[config.mk]
export PLATFORM = sky130hd
export DESIGN_NAME = morse_tone_gen
export DESIGN_NICKNAME = d
export VERILOG_FILES = /design/src/rtl/morse_pkg.sv /design/src/rtl/morse_tone_gen_tone_pwm.sv /design/src/rtl/morse_tone_gen.sv
export SDC_FILE = /design/constraint.sdc
export NUM_CORES = 1
export LEC_CHECK = 0
export ABC_AREA = 1
export BUFFER_PORTS_ARGS = -buffer_cell sky130_fd_sc_hd__buf_4
export CAP_MARGIN = 10
export CELL_PAD_IN_SITES_DETAIL_PLACEMENT = 1
export CELL_PAD_IN_SITES_GLOBAL_PLACEMENT = 1
export CORE_MARGIN = 8
export CORE_UTILIZATION = 45
export CTS_BUF_LIST = sky130_fd_sc_hd__clkbuf_4
export DETAILED_ROUTE_END_ITERATION = 8
export PLACE_DENSITY_LB_ADDON = 0.1
export REMOVE_ABC_BUFFERS = 1
export SETUP_SLACK_MARGIN = 0.1
export SLEW_MARGIN = 20
export SYNTH_ARGS = -nofsm -noshare
export SYNTH_HDL_FRONTEND = slang
export SYNTH_SLANG_ARGS = --single-unit
[constraint.sdc]
create_clock -name clk -period 5.8 [get_ports clk]
set_input_delay 1.16 -clock clk [delete_from_list [all_inputs] [get_ports clk]]
set_output_delay 1.16 -clock clk [all_outputs]
set_load 0.1 [all_outputs]
[src/rtl/morse_pkg.sv]
// Shared definitions for the Morse sidetone generator: symbol codes,
// sequencer state encoding and per-symbol unit counts.
package morse_pkg;

  localparam logic [1:0] SYM_DOT  = 2'd0;
  localparam logic [1:0] SYM_DASH = 2'd1;
  localparam logic [1:0] SYM_LGAP = 2'd2;
  localparam logic [1:0] SYM_WGAP = 2'd3;

  typedef enum logic [1:0] {
    ST_IDLE = 2'd0,
    ST_TONE = 2'd1,
    ST_GAP  = 2'd2
  } state_t;

  // Units of sounding tone at the start of a symbol.
  function automatic logic [2:0] tone_units(input logic [1:0] s);
    logic [2:0] n;
    case (s)
      SYM_DOT:  n = 3'd1;
      SYM_DASH: n = 3'd3;
      default:  n = 3'd0;
    endcase
    return n;
  endfunction

  // Total units a symbol occupies, tone plus trailing silence.
  function automatic logic [2:0] total_units(input logic [1:0] s);
    logic [2:0] n;
    case (s)
      SYM_DOT:  n = 3'd2;
      SYM_DASH: n = 3'd4;
      SYM_LGAP: n = 3'd3;
      default:  n = 3'd7;
    endcase
    return n;
  endfunction

endpackage

[src/rtl/morse_tone_gen_tone_pwm.sv]
// Square-tone generator: free-running period counter with a duty compare.
// The output register is loaded from the counter value of the coming cycle,
// so beep in a cycle matches that cycle's counter and gate.
module tone_pwm #(
  parameter int unsigned PW = 20
) (
  input  logic          clk,
  input  logic          rst,
  input  logic          restart,
  input  logic          gate,
  input  logic [PW-1:0] period,
  input  logic [PW-1:0] high,
  output logic          beep
);

  logic [PW-1:0] cnt;
  logic [PW-1:0] cnt_inc;
  logic [PW-1:0] cnt_next;
  logic          beep_next;

  // Next counter value and next beep level.
  always_comb begin
    cnt_inc  = cnt + 1'b1;
    cnt_next = cnt_inc;
    if (restart || (cnt_inc >= period)) cnt_next = '0;
    beep_next = gate && (period != '0) && (cnt_next < high);
  end

  // Counter and registered buzzer drive.
  always_ff @(posedge clk or posedge rst) begin
    if (rst) begin
      cnt  <= '0;
      beep <= 1'b0;
    end else begin
      cnt  <= cnt_next;
      beep <= beep_next;
    end
  end

endmodule

[src/rtl/morse_tone_gen.sv]
// Morse element sequencer with programmable sidetone. Accepts one symbol
// per handshake, times it in units of a latched unit length and drives
// the buzzer through tone_pwm.
module morse_tone_gen #(
  parameter int unsigned PW = 20,
  parameter int unsigned UW = 24
) (
  input  logic          clk,
  input  logic          rst,
  input  logic          en,
  input  logic [PW-1:0] tone_period,
  input  logic [PW-1:0] tone_high,
  input  logic [UW-1:0] unit_len,
  input  logic          sym_valid,
  input  logic [1:0]    sym,
  output logic          sym_ready,
  output logic          beep,
  output logic          busy,
  output logic          done
);

  import morse_pkg::*;

  state_t        state;
  state_t        next_state;
  logic [UW-1:0] cyc_cnt;
  logic [2:0]    unit_cnt;
  logic [2:0]    unit_next;
  logic          unit_end;
  logic          accept;
  logic [PW-1:0] lat_period;
  logic [PW-1:0] lat_high;
  logic [UW-1:0] lat_unit;
  logic [1:0]    lat_sym;
  logic [PW-1:0] pwm_period;
  logic [PW-1:0] pwm_high;

  assign accept    = sym_valid && sym_ready;
  assign unit_end  = (cyc_cnt == lat_unit - 1'b1);
  assign unit_next = unit_cnt + 1'b1;

  // State register.
  always_ff @(posedge clk or posedge rst) begin
    if (rst) state <= ST_IDLE;
    else     state <= next_state;
  end

  // Next-state logic; disable forces IDLE.
  always_comb begin
    next_state = state;
    if (!en) begin
      next_state = ST_IDLE;
    end else begin
      case (state)
        ST_IDLE: if (accept) next_state = (tone_units(sym) != 3'd0) ? ST_TONE : ST_GAP;
        ST_TONE: if (unit_end && (unit_next == tone_units(lat_sym))) next_state = ST_GAP;
        ST_GAP:  if (unit_end && (unit_next == total_units(lat_sym))) next_state = ST_IDLE;
        default: next_state = ST_IDLE;
      endcase
    end
  end

  // Handshake and status outputs.
  always_comb begin
    sym_ready = (state == ST_IDLE) && en && !rst;
    busy      = (state != ST_IDLE);
    done      = en && (state == ST_GAP) && unit_end && (unit_next == total_units(lat_sym));
  end

  // Cycle-within-unit and elapsed-unit counters.
  always_ff @(posedge clk or posedge rst) begin
    if (rst) begin
      cyc_cnt  <= '0;
      unit_cnt <= '0;
    end else if (!en || (state == ST_IDLE)) begin
      cyc_cnt  <= '0;
      unit_cnt <= '0;
    end else if (unit_end) begin
      cyc_cnt  <= '0;
      unit_cnt <= unit_next;
    end else begin
      cyc_cnt  <= cyc_cnt + 1'b1;
    end
  end

  // Capture configuration and symbol at accept.
  always_ff @(posedge clk or posedge rst) begin
    if (rst) begin
      lat_period <= '0;
      lat_high   <= '0;
      lat_unit   <= {{(UW-1){1'b0}}, 1'b1};
      lat_sym    <= SYM_DOT;
    end else if (accept) begin
      lat_period <= tone_period;
      lat_high   <= tone_high;
      lat_unit   <= (unit_len == '0) ? {{(UW-1){1'b0}}, 1'b1} : unit_len;
      lat_sym    <= sym;
    end
  end

  // The tone sees live inputs at the accept edge, latched values afterwards.
  always_comb begin
    pwm_period = accept ? tone_period : lat_period;
    pwm_high   = accept ? tone_high   : lat_high;
  end

  tone_pwm #(.PW(PW)) u_tone (
    .clk     (clk),
    .rst     (rst),
    .restart (accept || !en),
    .gate    (next_state == ST_TONE),
    .period  (pwm_period),
    .high    (pwm_high),
    .beep    (beep)
  );

endmodule

==> results of run 1 <==
==> worst max-delay path: cells and delay by family, from the launching register on <==
| kind | cells | cell delay (ns) |
|---|---|---|
| buffers and inverters | 3 | 0.36 |
| adders and majority gates | 3 | 0.73 |
| xor gates and xnor gates | 1 | 0.21 |
| AOI/OAI and AO/OA | 4 | 0.59 |
| and+or+nand+nor | 22 | 2.70 |
| DFF | 1 | 0.43 |
==> flip-flops by register name, summed over array words and instances, names as in the netlist <==
| register | count |
|---|---|
| lat_high | 20 |
| lat_sym | 2 |
| lat_unit | 24 |
| u_tone.cnt | 20 |
| state | 2 |
| lat_period | 20 |
| unit_cnt | 3 |
| cyc_cnt | 24 |
| u_tone.beep | 1 |
==> metrics by stage <==
step / area [um2] / power (mW) / util, % / setup TNS, ns
floorplan: 7530 / 1.40 / - / -182.80
global placement: 8420 / 1.57 / 50.8 / 0
detailed placement: 8420 / 1.60 / 50.8 / 0
CTS: 8730 / 2.26 / 52.6 / 0
global route: 8740 / 2.39 / 52.7 / 0
finish: 8740 / 2.23 / 52.7 / 0
==> logic make-up (layout without fill, tap and decap cells) <==
family / count (synthesis) / count (layout) / share of synthesized area [%]
DFF: 116 / 116 / 38.1
and+or+nand+nor: 559 / 559 / 32.4
xor gates and xnor gates: 52 / 52 / 5.97
AOI/OAI and AO/OA: 90 / 90 / 6.18
other: 0 / 1 / 0
muxes: 1 / 1 / 0.148
buffers and inverters: 199 / 292 / 10.1
adders and majority gates: 43 / 43 / 7.05
==> worst paths after layout <==
kind | slack (ns) | endpoint | start
setup / recovery | 0.72 | u_tone.beep$_DFF_PP0_ | u_tone.cnt[0]$_DFF_PP0_
hold / removal | 0.50 | lat_high[0]$_DFF_PP0_ | lat_high[0]$_DFF_PP0_
setup reg to reg | 0.72 | u_tone.beep$_DFF_PP0_ | u_tone.cnt[0]$_DFF_PP0_
hold reg to reg | 0.50 | lat_high[0]$_DFF_PP0_ | lat_high[0]$_DFF_PP0_
max in group asynchronous | 3.63 | u_tone.cnt[0]$_DFF_PP0_ | rst
min in group asynchronous | 0.75 | lat_high[1]$_DFF_PP0_ | rst
==> metal layers <==
layer | up-vias | track usage [%]
li1 | 3501 | -
met1 | 3347 | 23.9
met2 | 81 | 39.1
met3 | 40 | 3.12
met4 | 0 | 9.89
met5 | - | 0
==> placed cells by master, fill, tap and decap left out, types with 2 or more instances in the layout <==
master and count:
a21oi_1 23, and2_1 3, buf_4 79, bufinv_16 4
clkbuf_4 19, clkinv_1 5, clkinv_2 2, clkinvlp_4 2
dfrtp_1 114, ha_1 43, inv_1 177, inv_2 2
nand2_1 264, nand2_2 3, nand3_1 60, nand3b_1 8
nand4_1 25, nor2_1 118, nor2_2 8, nor2_4 3
nor3_1 28, nor3b_1 3, nor4_1 9, o21a_1 4
o21ai_0 58, or2_2 22, xnor2_1 15, xor2_1 37
==> area by class of cell <==
type / instances / share of cell area, %
clock buffers: 19 / 1.63
clock inverters: 13 / 1.88
inverters: 180 / 7.76
repair buffers: 80 / 7.02
multi-input cells: 745 / 45.3
flip-flops and latches: 116 / 33.2
well taps: 220 / 3.15
diodes: 1 / 0.0286
==> report_power, final <==
part / total (mW) / leakage (nW) / switching [mW] / internal, mW
combinational: 0.609 / 2.93 / 0.384 / 0.224
clock: 0.654 / 0.160 / 0.311 / 0.343
sequential: 0.971 / 1.47 / 0.0698 / 0.901
total: 2.23 / 4.57 / 0.765 / 1.47
==> results.md, run 1 <==
* Seq. cell area at 2910 um2
* DRC violation count after routing at 0
* Clock tree buffer depth at 2
* Tcrit/Tclk final at between 80 and 90%
* Critical path class: reg2reg
* Final cell count without fillers at approximately 1,400
* CP required at around 6.3 ns
* CP Max Fanout at 12
* Post-synth top area share at a little under two fifths
* Share of flip-flops with an asynchronous set or reset at between 90% and 100%
* Worst vdd ir at between 0.1 and 0.15 mV
* Post-synthesis cell type count at 36
* Setup repair bufs after CTS at 0
* Area taken by multi-input logic gates at about 4000 um2
* Register-to-Register Path Depth at 33
* Max Cap Viol at 0
* Hold Buf Count CTS at 0
* Slew Limit Headroom at a little over a third
* Layout cells sized above 1 at 13.3%
* Die width at between 100 and 150 um
* Post-synth top area cell: dfrtp_1
* Grt total ovfl at 0
* Max Used Layer: met4
* Worst Max-Slew Pin Slew at ~0.97 ns
* DR WL/cell at approximately 16 um
* Routability cong. at 0.880
* Hold slack at 0.499 ns
* Initial core utilization at between 40 and 50%
* Tmin final at roughly 5.1 ns
* Area delta synth->final at 14.6%
* PortBufs at 73
* Latest clock arrival within the worst-skew pair at 0.54 ns
* Unrepaired setup endpoints after global routing: false
* Fmax at 197 MHz
* Post-Syn Area at roughly 7600 um2
* Total track usage at a little over a fifth
* HPWL after DPL at between 15 and 20 mm
* Final #Nets at approximately 1,300
* Worst-path clk slew at about 0.11 ns
* Rows at 47
* Most common cell in the netlist: nand2_1
* Clock sink total at between 100 and 150
* Die Area at between 20,000 and 25,000 um2
* Core area at ~17,000 um2
* Met1 wire length at between 9 and 10 mm
* Placed cell count at about 1,300
* Routed wl met3 at ~380 um
* Final Hold Fails at 0
* CP max-delay cell: dfrtp_2
* Synthesized area per cell at 7.20 um2
* Pre-CTS setup slack at ~0.36 ns
* CTS tree: built
* Clk root buf: clkbuf_4
* Post-cts sizing count at 0
* CP endpoint kind: flip-flop
* Die H at ~150 um
* First-pass GRT wire length at between 30 and 40 mm
* CP Launch Type: flip-flop
* Vias per inst at a little over 5
* H-tree depth at 4
* Worst setup margin at between 0.7 and 0.8 ns
* Critical path data arrival time at 5.55 ns
* Drt pass-1 iters at 6
* Hold Path Depth at 2
* ANT nets after route at 0
* Top cells by count, synth: nand2_1, inv_1, nor2_1
* Cells after synthesis at roughly 1,100
* Synth Flop Type: dfrtp_1
* Initial antenna violation count at 1
* Synth top area cells: dfrtp_1, nand2_1, inv_1, ha_1, nor2_1
* Most frequent CP cell: nor2_1
* CTS Buf Count at 17
* Worst Hold Class: reg2reg
* # fillers at 2,224
* Leak at between 4 and 5 nW
* Largest net degree at the start of global routing at between 90 and 100
* Register bit total from synthesis at approximately 120
* Final Max Tran Viols at 0
* Post-synth EDFFs at 0
* IO Pins at 74
* Setup violations, final at 0
* Total wire length at 21.8 mm
* PD cells at 256 nW/um2
* Via count at 6,969
* Count of yosys warnings during synthesis at 0
* Crit-path max cell delay at ~0.43 ns
* Vias in the first global route at between 7,000 and 8,000
* Met2 WL at around 12 mm
* Skew final at around 0.016 ns
* Iteration-0 DRC Markers at approximately 240
* Status: complete, no violations
* Seq/Total Area, Yosys at a little under two fifths
No activity file was read; power rests on OpenSTA's default activity.
==> run 2: changes to the inputs <==
--- a/config.mk
+++ b/config.mk
@@ -14,6 +14,8 @@
 export CORE_UTILIZATION = 45
 export CTS_BUF_LIST = sky130_fd_sc_hd__clkbuf_4
 export DETAILED_ROUTE_END_ITERATION = 8
+export GPL_TIMING_DRIVEN = 1
+export MAX_ROUTING_LAYER = met4
 export PLACE_DENSITY_LB_ADDON = 0.1
 export REMOVE_ABC_BUFFERS = 1
 export SETUP_SLACK_MARGIN = 0.1
==> results.md, run 2 (synthesis gave the netlist of run 1 again) <==
* HPWL after DPL at between 15 and 20 mm
* Iteration-0 DRC Markers at approximately 220
* Max Cap Viol at 0
* First-pass GRT wire length at between 30 and 40 mm
* Routability cong. at slightly below 0.9
* Latest clock arrival within the worst-skew pair at 0.54 ns
* Fmax at between 150 and 200 MHz
* Area taken by multi-input logic gates at around 4000 um2
* Drt pass-1 iters at 4
* Hold Buf Count CTS at 0
* CP endpoint kind: flip-flop
* Tmin final at 5.06 ns
* DRC violation count after routing at 0
* Most frequent CP cell: nor2_1
* Placed cell count at roughly 1,300
* Final #Nets at 1,253
* Initial core utilization at 46.0%
* Initial antenna violation count at 1
* Final cell count without fillers at around 1,400
* Slew Limit Headroom at 35.0%
* # fillers at about 2,200
* Worst Hold Class: reg2reg
* Die Area at around 21,000 um2
* Status: complete, no violations
* Commonest cells after routing, fill and taps aside: nand2_1, inv_1, nor2_1, dfrtp_1, buf_4
* Leak at approximately 4.6 nW
* Core area at approximately 17,000 um2
* Worst Max-Slew Pin Slew at between 0.9 and 1 ns
* Worst vdd ir at 0.148 mV
* IO Pins at between 70 and 80
* PD cells at around 260 nW/um2
* TNS Setup at 0 ns
* Clock sink total at around 120
* Rows at 47
* Critical path class: reg2reg
* Skew final at approximately 0.017 ns
* H-tree depth at 4
* CP max-delay cell: dfrtp_2
* Die H at 146 um
* Area delta synth->final at 14.6%
* Critical path data arrival time at between 5 and 6 ns
* Via count at slightly below 7,000
* Total track usage at 21.9%
* Largest net degree at the start of global routing at 93
* Clock tree buffer depth at 2
* Seq. cell area at roughly 2900 um2
* CTS tree: built
* CTS Buf Count at 17
* Grt total ovfl at 0
* Layout cells sized above 1 at 13.3%
* Critical path's top delay family: simple AND/OR/NAND/NOR gates
* CP Max Fanout at 12
* Worst Path Buf+Inv at 3
* ANT nets after route at 0
* Setup repair bufs after CTS at 0
* CP Launch Type: flip-flop
* Largest registers: cyc_cnt x24, lat_unit x24
* Vias per inst at 5.05
* Setup violations, final at 0
* DR WL/cell at around 16 um
* PortBufs at 73
* Commonest non-fill, non-tap cell in the layout: nand2_1
* Final Hold Fails at 0
* Worst-path clk slew at between 0.1 and 0.15 ns
* Final Max Tran Viols at 0
* Clk root buf: clkbuf_4
* Tcrit/Tclk final at roughly 87%
* Vias in the first global route at 7,589
* Crit-path max cell delay at 0.43 ns
* Die width at between 100 and 150 um
* CP required at approximately 6.3 ns
* Total wire length at roughly 22 mm
* Flop-to-flop setup slack at 0.74 ns
* Unrepaired setup endpoints after global routing: false
## run 2: cell counts in the layout (fill, tap and decap cells not counted)
No cell type changed its count.
## run 2: cell type report
type	instances	area share (%)
multi-input combinational	745	45.3
inverter	180	7.76
timing repair buffer	80	7.02
tap	220	3.15
clock buffer	19	1.63
sequential	116	33.2
clock inverter	13	1.88
antenna	1	0.0286
## run 2: power breakdown
| group | leakage (nW) | total (mW) | switching, mW | internal (mW) |
|---|---|---|---|---|
| combinational | 2.93 | 0.609 | 0.384 | 0.224 |
| sequential | 1.47 | 0.971 | 0.0700 | 0.901 |
| clock | 0.160 | 0.654 | 0.311 | 0.343 |
## run 2: per-layer routing
| metal | track usage, % | vias to the layer above | share of wire [%] |
|---|---|---|---|
| li1 | - | 3502 | - |
| met1 | 24.0 | 3303 | 42 |
| met2 | 39.1 | 88 | 53 |
| met3 | 3.58 | 43 | 1.8 |
| met4 | 8.96 | 0 | 3.1 |
| met5 | - | - | 0 |
## run 2: path summary, 6_finish.rpt
check,start,end,depth (start not counted)
min,lat_high[0]$_DFF_PP0_,lat_high[0]$_DFF_PP0_,2
max reg2reg,u_tone.cnt[0]$_DFF_PP0_,u_tone.beep$_DFF_PP0_,33
max,u_tone.cnt[0]$_DFF_PP0_,u_tone.beep$_DFF_PP0_,33
min reg2reg,lat_high[0]$_DFF_PP0_,lat_high[0]$_DFF_PP0_,2
min in group asynchronous,rst,lat_high[1]$_DFF_PP0_,3
max in group asynchronous,rst,u_tone.cnt[0]$_DFF_PP0_,4
## run 2: worst reg2reg max path, delay by kind of cell (launching register included)
kind            cells  cell delay, ns
simple gates       22            2.70
flops               1            0.43
buf+inv             3            0.36
compound gates      4            0.58
fa+ha+maj           3            0.73
xor+xnor            1            0.21
## run 2: stage by stage
stage	hold WS [ns]	setup WS, ns	power (mW)	util (%)	cell area (um2)
2_1_floorplan	0.445	-4.46	1.40	-	7530
3_3_place_gp	0.462	0.609	1.57	50.8	8420
3_5_place_dp	0.481	0.357	1.60	50.8	8420
4_1_cts	0.506	0.551	2.26	52.6	8730
5_1_grt	0.525	0.0959	2.39	52.7	8740
6_report	0.498	0.742	2.23	52.7	8740
## run 2: repair_timing
item	4_1_cts	5_1_grt
endpoints found under the setup margin	0	1
hold endpoints to repair	0	0
resized for setup	0	3
==> run 3: changes to the inputs <==
--- a/config.mk
+++ b/config.mk
@@ -6,14 +6,14 @@
 export NUM_CORES = 1
 export LEC_CHECK = 0
 export ABC_AREA = 1
-export BUFFER_PORTS_ARGS = -buffer_cell sky130_fd_sc_hd__buf_4
 export CAP_MARGIN = 10
 export CELL_PAD_IN_SITES_DETAIL_PLACEMENT = 1
 export CELL_PAD_IN_SITES_GLOBAL_PLACEMENT = 1
 export CORE_MARGIN = 8
-export CORE_UTILIZATION = 45
+export CORE_UTILIZATION = 48
 export CTS_BUF_LIST = sky130_fd_sc_hd__clkbuf_4
 export DETAILED_ROUTE_END_ITERATION = 8
+export DONT_BUFFER_PORTS = 1
 export GPL_TIMING_DRIVEN = 1
 export MAX_ROUTING_LAYER = met4
 export PLACE_DENSITY_LB_ADDON = 0.1
==> results.md, run 3 (synthesis gave the netlist of run 1 again) <==
* Final instance area at 8190 um2
* Final #Nets at around 1,200
* Clk root buf: clkbuf_4
* Seq. cell area at about 2900 um2
* CP required at around 6.3 ns
* Total wire length at roughly 21 mm
* FF-to-FF End: u_tone.beep$_DFF_PP0_
* Hold slack at between 0.5 and 0.6 ns
* CP max-delay cell: dfrtp_1
* Worst-path clk slew at approximately 0.10 ns
* Iteration-0 DRC Markers at about 240
* Core area at 15,700 um2
* Vias per inst at 5.14
* Worst Max-Slew Pin Slew at 0.974 ns
* H-tree depth at 4
* Placed cell count at around 1,300
* IO Pins at 74
* Cell Area, Placed at slightly below 8000 um2
* CTS Buf Count at 17
* Most frequent CP cell: nor2_1
* Vias in the first global route at 7,136
* Die H at between 100 and 150 um
* Hold Path Depth at 2
* DRC violation count after routing at 0
* Total power at roughly 2.1 mW
* HPWL after DPL at roughly 17 mm
* Worst Hold Class: reg2reg
* Routability cong. at a little under 0.9
* CP Launch Type: flip-flop
* Pre-CTS setup slack at between 0.6 and 0.7 ns
* PortBufs at 0
* Via count at ~6,700
* Worst setup margin at roughly 0.8 ns
* Latest clock arrival within the worst-skew pair at around 0.54 ns
* Critical path data arrival time at roughly 5.5 ns
* Commonest non-fill, non-tap cell in the layout: nand2_1
* Critical path class: reg2reg
* CP Max Fanout at 19
* Drt pass-1 iters at 4
* ANT nets after route at 0
* CTS tree: built
* TNS Setup at 0 ns
* Hold path startpoint: lat_period[8]$_DFF_PP0_
* Leak at around 4.2 nW
* Initial antenna violation count at 2
* Slew Limit Headroom at a little over a third
* Rows at 46
* Worst vdd ir at around 0.14 mV
* Area delta synth->final at 7.33%
* Die Area at 20,200 um2
* Layout cells sized above 1 at 8.03%
* Setup violations, final at 0
* Fmax at between 200 and 250 MHz
* Tmin final at between 4 and 5 ns
* Clock sink total at roughly 120
* Commonest cells after routing, fill and taps aside: nand2_1, inv_1, nor2_1, dfrtp_1, nand3_1
* Final cell count without fillers at approximately 1,300
* Skew final at 0.0178 ns
* Grt total ovfl at 0
* First-pass GRT wire length at 35.2 mm
* DR WL/cell at 16.5 um
* CP endpoint kind: flip-flop
* Area taken by multi-input logic gates at 3960 um2
* Total track usage at 23.0%
* Final Hold Fails at 0
* Register-to-Register Path Depth at 32
* Crit-path max cell delay at roughly 0.46 ns
* Final core utilization at a little over half
* Largest registers: cyc_cnt x24, lat_unit x24
* Die width at between 100 and 150 um
* Final Max Tran Viols at 0
* Initial core utilization at between 40% and 50%
* PD cells at about 260 nW/um2
* # fillers at between 2,000 and 2,500
* Min-Delay Endpoint: lat_period[8]$_DFF_PP0_
* Largest net degree at the start of global routing at 77
* Clock tree buffer depth at 2
* Tcrit/Tclk final at 86.1%
* Flop-to-flop setup slack at just over 0.8 ns
* Unrepaired setup endpoints after global routing: false
* Worst r2r src: u_tone.cnt[0]$_DFF_PP0_
* Status: complete, no violations
* Max Cap Viol at 0
[run 3: worst max path at each step]
stage,to,slack (ns),start,cells past startpoint
after detailed placement,u_tone.beep$_DFF_PP0_,0.61,rst,24
after global routing,u_tone.beep$_DFF_PP0_,0.17,u_tone.cnt[0]$_DFF_PP0_,32
after floorplan,u_tone.beep$_DFF_PP0_,-4.46,rst,23
after global placement,u_tone.beep$_DFF_PP0_,0.74,u_tone.cnt[0]$_DFF_PP0_,32
final,u_tone.beep$_DFF_PP0_,0.80,u_tone.cnt[0]$_DFF_PP0_,32
after CTS,u_tone.beep$_DFF_PP0_,0.56,u_tone.cnt[0]$_DFF_PP0_,32
[run 3: final cells by class]
| class | count | share of cell area (%) |
|---|---|---|
| clock inverters | 11 | 1.36 |
| flip-flops and latches | 116 | 35.5 |
| well taps | 216 | 3.30 |
| clock buffers | 21 | 1.93 |
| inverters | 180 | 8.28 |
| multi-input cells | 745 | 48.4 |
| diodes | 2 | 0.0611 |
| repair buffers | 11 | 1.22 |
[run 3: power breakdown]
part	switching (mW)	internal [mW]
combinational	0.371	0.197
sequential	0.0748	0.901
clock	0.309	0.269
[run 3: timing repair]
action	4_1_cts	5_1_grt
setup endpoints to repair	0	1
resized for setup	0	1
hold buffers	0	0
buffers inserted	0	0
endpoints found under the hold margin	0	0
[run 3: worst max-delay path: cells and delay by family (launching register included)]
kind / cells / cell delay [ns]
XOR/XNOR: 1 / 0.27
adder cells (fa/ha/maj): 3 / 0.79
buffers and inverters: 2 / 0.13
flip-flops: 1 / 0.46
AND/OR/NAND/NOR: 23 / 2.89
AO/OA/AOI/OAI: 3 / 0.39
[run 3: routing by layer]
| metal | GRT usage [%] | routed length [um] |
|---|---|---|
| met5 | - | 0 |
| met4 | 7.69 | 541 |
| met3 | 4.53 | 517 |
| met2 | 41.2 | 11500 |
| met1 | 25.0 | 8910 |
